**src/rtl/program_counter_pkg.sv**
```systemverilog
// Shared constants and next-PC selection type for the instruction-fetch program counter.
package program_counter_pkg;

  localparam int PC_W = 12;

  typedef enum logic [1:0] {
    PC_INC = 2'd0,
    PC_REL = 2'd1,
    PC_ABS = 2'd2
  } pc_sel_e;

  // Absolute wins over relative; both jump enables are meaningless without branch_en.
  function automatic pc_sel_e select_next(input logic branch_en,
                                          input logic reljump_en,
                                          input logic absjump_en);
    pc_sel_e sel;
    sel = PC_INC;
    if (branch_en && absjump_en) begin
      sel = PC_ABS;
    end else if (branch_en && reljump_en) begin
      sel = PC_REL;
    end
    return sel;
  endfunction

endpackage

```
**src/rtl/program_counter_if.sv**
```systemverilog
// Control-transfer bundle between branch/control logic (master) and the program counter (slave).
interface program_counter_if
  import program_counter_pkg::*;
#(
  parameter int D = PC_W
) ();

  logic         branch_en;
  logic         reljump_en;
  logic         absjump_en;
  logic [D-1:0] target;
  logic [D-1:0] prog_ctr;

  modport master (
    output branch_en,
    output reljump_en,
    output absjump_en,
    output target,
    input  prog_ctr
  );

  modport slave (
    input  branch_en,
    input  reljump_en,
    input  absjump_en,
    input  target,
    output prog_ctr
  );

endinterface

```
**src/rtl/program_counter.sv**
```systemverilog
// Instruction-fetch program counter: increments, jumps relative or jumps absolute each clock.
module program_counter
  import program_counter_pkg::*;
#(
  parameter int D = PC_W
) (
  input  logic            clk,
  input  logic            reset,
  program_counter_if.slave pc
);

  logic [D-1:0] pc_q;
  logic [D-1:0] next_pc;
  pc_sel_e      sel;

  // Relative offset is added to the current PC (not PC+1); wrap is modulo 2^D.
  always_comb begin
    sel     = select_next(pc.branch_en, pc.reljump_en, pc.absjump_en);
    next_pc = pc_q + D'(1);
    case (sel)
      PC_ABS:  next_pc = pc.target;
      PC_REL:  next_pc = pc_q + pc.target;
      default: next_pc = pc_q + D'(1);
    endcase
  end

  always_ff @(posedge clk) begin
    if (reset) begin
      pc_q <= '0;
    end else begin
      pc_q <= next_pc;
    end
  end

  assign pc.prog_ctr = pc_q;

endmodule

```
**src/flat_wrapper.sv**
```systemverilog
// flat-port wrapper written by rule: the top's interface ports become plain ports
module program_counter_flat import program_counter_pkg::*;
#(
  parameter int D = PC_W
)
  (clk, reset, pc_branch_en, pc_reljump_en, pc_absjump_en, pc_target, pc_prog_ctr);
  program_counter_if #(.D(D)) pc_i ();
  input  logic clk;
  input  logic reset;
  input wire logic [$bits(pc_i.branch_en)-1:0] pc_branch_en;
  input wire logic [$bits(pc_i.reljump_en)-1:0] pc_reljump_en;
  input wire logic [$bits(pc_i.absjump_en)-1:0] pc_absjump_en;
  input wire logic [$bits(pc_i.target)-1:0] pc_target;
  output wire logic [$bits(pc_i.prog_ctr)-1:0] pc_prog_ctr;
  assign pc_i.branch_en = pc_branch_en;
  assign pc_i.reljump_en = pc_reljump_en;
  assign pc_i.absjump_en = pc_absjump_en;
  assign pc_i.target = pc_target;
  assign pc_prog_ctr = pc_i.prog_ctr;
  program_counter #(.D(D)) u_core (.clk(clk), .reset(reset), .pc(pc_i));
endmodule
```
**config.mk**
```make
export PLATFORM = sky130hd
export DESIGN_NAME = program_counter_flat
export DESIGN_NICKNAME = d
export VERILOG_FILES = /design/src/rtl/program_counter_pkg.sv /design/src/rtl/program_counter_if.sv /design/src/rtl/program_counter.sv /design/src/flat_wrapper.sv
export SDC_FILE = /design/constraint.sdc
export NUM_CORES = 1
export LEC_CHECK = 0
export ABC_AREA = 1
export CORE_MARGIN = 4
export CORE_UTILIZATION = 49
export CTS_CLUSTER_DIAMETER = 80
export DETAILED_ROUTE_END_ITERATION = 8
export GPL_TIMING_DRIVEN = 0
export PLACE_DENSITY = 0.81
export SYNTH_ARGS = -nofsm -noshare
export SYNTH_HDL_FRONTEND = slang
export SYNTH_SLANG_ARGS = --single-unit
export TNS_END_PERCENT = 20
```
**constraint.sdc**
```tcl
create_clock -name clk -period 2.4 [get_ports clk]
set_clock_uncertainty 0.05 [all_clocks]
set_input_delay 0.36 -clock clk [delete_from_list [all_inputs] [get_ports clk]]
set_output_delay 0.36 -clock clk [all_outputs]
set_load 0.02 [all_outputs]
```
# Word-level counts from Yosys, hierarchy flattened
# Cells that the tools add are included.
[totals] regBits=12 input_bits=17 wordCells=10
[op_classes] add_sub_neg=2 n_eq_ne=2 muxes=3 n_reduce_logical=2
[op_table] cell="12-bit one-hot mux with 2 select lines" n=1
[op_table] cell="12-bit by 1-bit adder with 12-bit output (second input constant)" n=1
[op_table] cell="12-bit adder" n=1
[op_table] cell="2-bit by 1-bit equality test with 1-bit output (second input constant)" n=1
[op_table] cell="2-bit equality test (second input constant)" n=1
[op_table] cell="1-bit logical AND" n=2
[op_table] cell="2-bit 2-to-1 mux" n=1
[op_table] cell="1-bit 2-to-1 mux" n=1

# Logic depth before layout (Yosys ltp)
[logic_depth] ltp_word=5 mapped_depth=15 ltp_nobuf=15

# Least setup slack after synthesis
# Ideal clock, no wire load.
[synth_path] path_type="input -> register" startpoint="input port pc_branch_en" endpoint="register u_core.pc_q[4] (netlist: u_core.pc.prog_ctr[4])" arrival_ns=1.973 required_time_ns=2.234 slack_ns=0.261 stages=13 n_path_buf=0 cell_sequence="nand2_1 nor2_1 inv_2 or2_2 ha_1 inv_1 fa_1 inv_1 nand3_1 nand3_1 xor2_1 o21ai_0 inv_1"
[synth_via] elab_chain_cells=5 elab_cells_between_ends=7
[synth_rtl] element="start, declared" line_no="flat_wrapper.sv:10" source="input wire logic [$bits(pc_i.branch_en)-1:0] pc_branch_en;"
[synth_rtl] element="1-bit logical AND" line_no="program_counter_pkg.sv:20" source="end else if (branch_en && reljump_en) begin"
[synth_rtl] element="1-bit 2-to-1 mux" line_no="program_counter_pkg.sv:20"
[synth_rtl] element="2-bit 2-to-1 mux *" line_no="program_counter_pkg.sv:18" source="if (branch_en && absjump_en) begin"
[synth_rtl] element="2-bit by 1-bit equality test with 1-bit output / 2-bit equality test (equally long branches)" line_no="program_counter.sv:20" source="case (sel)"
[synth_rtl] element="12-bit one-hot mux with 2 select lines *" line_no="program_counter.sv:20"
[synth_rtl] element="end signal, assigned" line_no="program_counter.sv:31" source="pc_q <= next_pc;"
[synth_rtl] element="end, declared" line_no="program_counter.sv:12" source="logic [D-1:0] pc_q;"
# Every way passes the cells marked *; elsewhere a longest branch is shown, timed or not.
# A chain may end at the register's enable or synchronous reset.

# Worst setup path after layout
[layout_path] startpoint="input port pc_absjump_en" endpoint="register u_core.pc_q[6] (netlist: u_core.pc.prog_ctr[6])"
[layout_via] elab_chain_cells=4 elab_cells_between_ends=5
[layout_rtl] element="start, declared" line_no="flat_wrapper.sv:12" source="input wire logic [$bits(pc_i.absjump_en)-1:0] pc_absjump_en;"
[layout_rtl] element="1-bit logical AND *" line_no="program_counter_pkg.sv:18"
[layout_rtl] element="2-bit 2-to-1 mux *" line_no="program_counter_pkg.sv:18"
[layout_rtl] element="2-bit by 1-bit equality test with 1-bit output / 2-bit equality test (equally long branches)" line_no="program_counter.sv:20"
[layout_rtl] element="12-bit one-hot mux with 2 select lines *" line_no="program_counter.sv:20"
# Marks and branches as above.

==> results.sh <==
export IMPL_diodes=0
export IMPL_postRouteAntennaNets=0
export IMPL_cellLeakagePower_nw=0.9483
export IMPL_max_slew_margin_pct=79.77
export IMPL_register_area_sq_um=240.2
export IMPL_r2r_setup_slack_ns=0.67
export IMPL_final_setup_viol_count=0
export IMPL_synth_area_sq_mm=0.001211
export IMPL_cp_cell_sequence="clkdlybuf4s50_1 > nor2_4 > clkinv_4 > or2_4 > ha_4 > inv_2 > fa_2 > inv_1 > nand3_1 > nand3_2 > nand2_1 > a21o_1 > nand3_1 > nand2_1 > inv_1"
export IMPL_die_w_um=57.72
export IMPL_vias=1315
export IMPL_dpl_cell_area_sq_mm=0.001516
export IMPL_grt_max_degree=11
export IMPL_post_dp_hpwl_mm=2.128
export IMPL_design_area_sq_mm=0.001645
export IMPL_drt_wl_total_mm=2.856
export IMPL_routedWlPerCell_um=10.50
export IMPL_end_kind="flop"
export IMPL_finalHoldViolCount=0
export IMPL_h_tree_depth=1
export IMPL_core_sq_mm=0.002276
export IMPL_synthDominantCellAreaShare_pct=19.83
export IMPL_ir_worst_vdd_v=0.0004367
export IMPL_rsz0062_at_grt="no"
export IMPL_drc=0
export IMPL_multi_input_area_sq_um=814.5
export IMPL_cpMaxStageDelayCell="clkdlybuf4s50_1"
export IMPL_cts_path_max_buffers=2
export IMPL_worstPathArrival_ns=2.33
export IMPL_hold_depth=4
export IMPL_filler_cell_count=209
export IMPL_finalMaxSlewViolations=0
export IMPL_yosysWarnings=0
export IMPL_die_area_sq_mm=0.003331
export IMPL_worstHoldStart="reset"
export IMPL_reg2reg_from="u_core.pc.prog_ctr[0]"
export IMPL_fin_nets=274
export IMPL_area_delta_synth_final_pct=35.85
export IMPL_dp_cells=263
export IMPL_synth_area_leader_cell="dfxtp_1"
export IMPL_final_cells=272
export IMPL_pin_count=29
export IMPL_ys_ff_latch=12
export IMPL_fmax_ghz=0.4563
export IMPL_seq_area_frac_synth_pct=19.83
export IMPL_layout_commonest_cell="nand2_1"
export IMPL_vias_per_cell=4.835
export IMPL_synthTopCellsByArea="dfxtp_1 (20%), nand2_1 (17%), inv_1 (14%)"
export IMPL_initial_core_util_pct=53.22
export IMPL_reg2reg_depth=11
export IMPL_largest_register_ffs=12
export IMPL_clk_latency_ns=0.28
export IMPL_tightest_slew_ns=0.3015
export IMPL_dr_pass1_iters=4
export IMPL_grt_usage_pct=17.66
export IMPL_cts_buffers=3
export IMPL_numPortBuffers=27
export IMPL_overflow=0
export IMPL_powerDensity_mw_per_mm2=396.2
export IMPL_grt_pass1_vias=1128
export IMPL_std_cell_rows=17
export IMPL_final_cell_mix="nand2_1 (53), inv_1 (44), clkdlybuf4s50_1 (25)"
export IMPL_startpoint_type="primary input"
export IMPL_antenna_found_initial=0
export IMPL_cts_tree="done"
export IMPL_r2r_end="u_core.pc.prog_ctr[8]"
export IMPL_fin_total_pwr_uw=651.8
export IMPL_critPathMaxFanout=4
export IMPL_cp_buffers_inverters=5
export IMPL_period_share_pct=91.31
export IMPL_dr_first_iter_drc_count=49
export IMPL_root_buffer="clkbuf_4"
export IMPL_synth_nets=237
export IMPL_period_minus_slack_ns=2.191
export IMPL_grt_pass1_wl_mm=4.678
export IMPL_drive_gt1_share_pct=11.07
export IMPL_cts_sinks=12
export IMPL_clkTransAtPathRegs_ns=0.09
export IMPL_hold_path_class="in -> reg"
export IMPL_gp_congestion=0.8737
export IMPL_die_height_um=57.72
export IMPL_yosysUniqueCellTypes=23
export IMPL_crit_path_max_incr_delay_ns=0.45
export IMPL_syn_avg_cell_area_sq_um=5.823
export IMPL_cap_violations=0
export IMPL_worst_ep_required_time_ns=2.54
export IMPL_whs_endpoint="u_core.pc.prog_ctr[5]"
export IMPL_worstSetupPathType="in -> reg"
export IMPL_synthCells=208
export IMPL_status="completed"
export IMPL_critPathTopFamily="simple AND/OR/NAND/NOR gates"
power breakdown:
part	internal, mW	switching [mW]
Clock	0.0923	0.0786
Combinational	0.118	0.132
Sequential	0.219	0.0120
Total	0.429	0.223
cells by family (layout without fill, tap and decap cells):
family                   Yosys count  count (layout)  synth area share, %
XOR/XNOR                           4               4                2.893
buffers and inverters             49              85                16.63
adder cells (fa/ha/maj)           12              12                13.02
AO/OA/AOI/OAI                     23              23                10.43
flip-flops                        12              12                19.83
AND/OR/NAND/NOR                  108             108                37.19
layer usage:
layer | vias up | global-route usage [%] | share of wire [%]
met3 | 2 | 4.677 | 5.4
li1 | 714 | - | -
met2 | 31 | 29.19 | 47
met4 | 0 | 2.980 | 0.53
met1 | 568 | 23.32 | 47
met5 | - | 0 | 0
area by class of cell:
type                    instances  area share (%)
multi-input cells             147           49.51
repair buffers                 32           19.01
flip-flops and latches         12           14.60
inverters                      47           11.03
clock buffers                   4           2.205
well taps                      28           2.129
plain buffers                   2           1.521
worst register-to-register path: stages (launching register included):
cell and delay (ns):
dfxtp_1 0.37, ha_4 0.17, inv_2 0.04, fa_2 0.38
inv_1 0.09, nand3_1 0.08, nand3_2 0.11, nand2_2 0.07
a21o_1 0.17, nand3_1 0.06, nand2_1 0.05, inv_1 0.04
through the flow:
step	utilization [%]	TNS (ns)	hold WS [ns]	setup WS, ns
5_1_grt	72.29	0	0.3431	0.04441
6_report	72.29	0	0.3325	0.2086
2_1_floorplan	-	0	0.4570	0.2614
3_3_place_gp	66.63	-2.971	0.5459	-0.5353
4_1_cts	69.32	0	0.3308	0.03449
3_5_place_dp	66.63	-3.012	0.5702	-0.5631
worst max path at each step:
stage | endpoint | cells past startpoint | startpoint | slack (ns)
after floorplan | u_core.pc.prog_ctr[4] | 13 | pc_branch_en | 0.26
after global placement | u_core.pc.prog_ctr[4] | 14 | pc_branch_en | -0.54
after detailed placement | u_core.pc.prog_ctr[4] | 14 | pc_branch_en | -0.56
after CTS | u_core.pc.prog_ctr[4] | 14 | pc_branch_en | 0.03
after global routing | u_core.pc.prog_ctr[8] | 15 | pc_absjump_en | 0.04
final | u_core.pc.prog_ctr[6] | 15 | pc_absjump_en | 0.21
timing repair:
item,CTS,global route
pin swaps,1,4
hold buffers,0,0
gates resized for setup,6,12
buffers inserted,1,4
endpoints found under the setup margin,4,3
Yosys cell counts:
cell / n
inv_2: 1
o21ai_2: 1
buf_6: 1
nand2_1: 56
clkinv_1: 1
a21o_1: 2
xor2_1: 3
fa_1: 1
ha_1: 11
nor2_2: 1
or2_1: 1
or2_2: 1
o211ai_1: 1
nor2_1: 23
a21oi_1: 14
clkbuf_8: 1
nand2_2: 2
xnor2_1: 1
inv_1: 45
o21ai_0: 5
nand3_1: 22
nand4_1: 2
dfxtp_1: 12
Note: power is estimated with default switching activity, not from simulation.
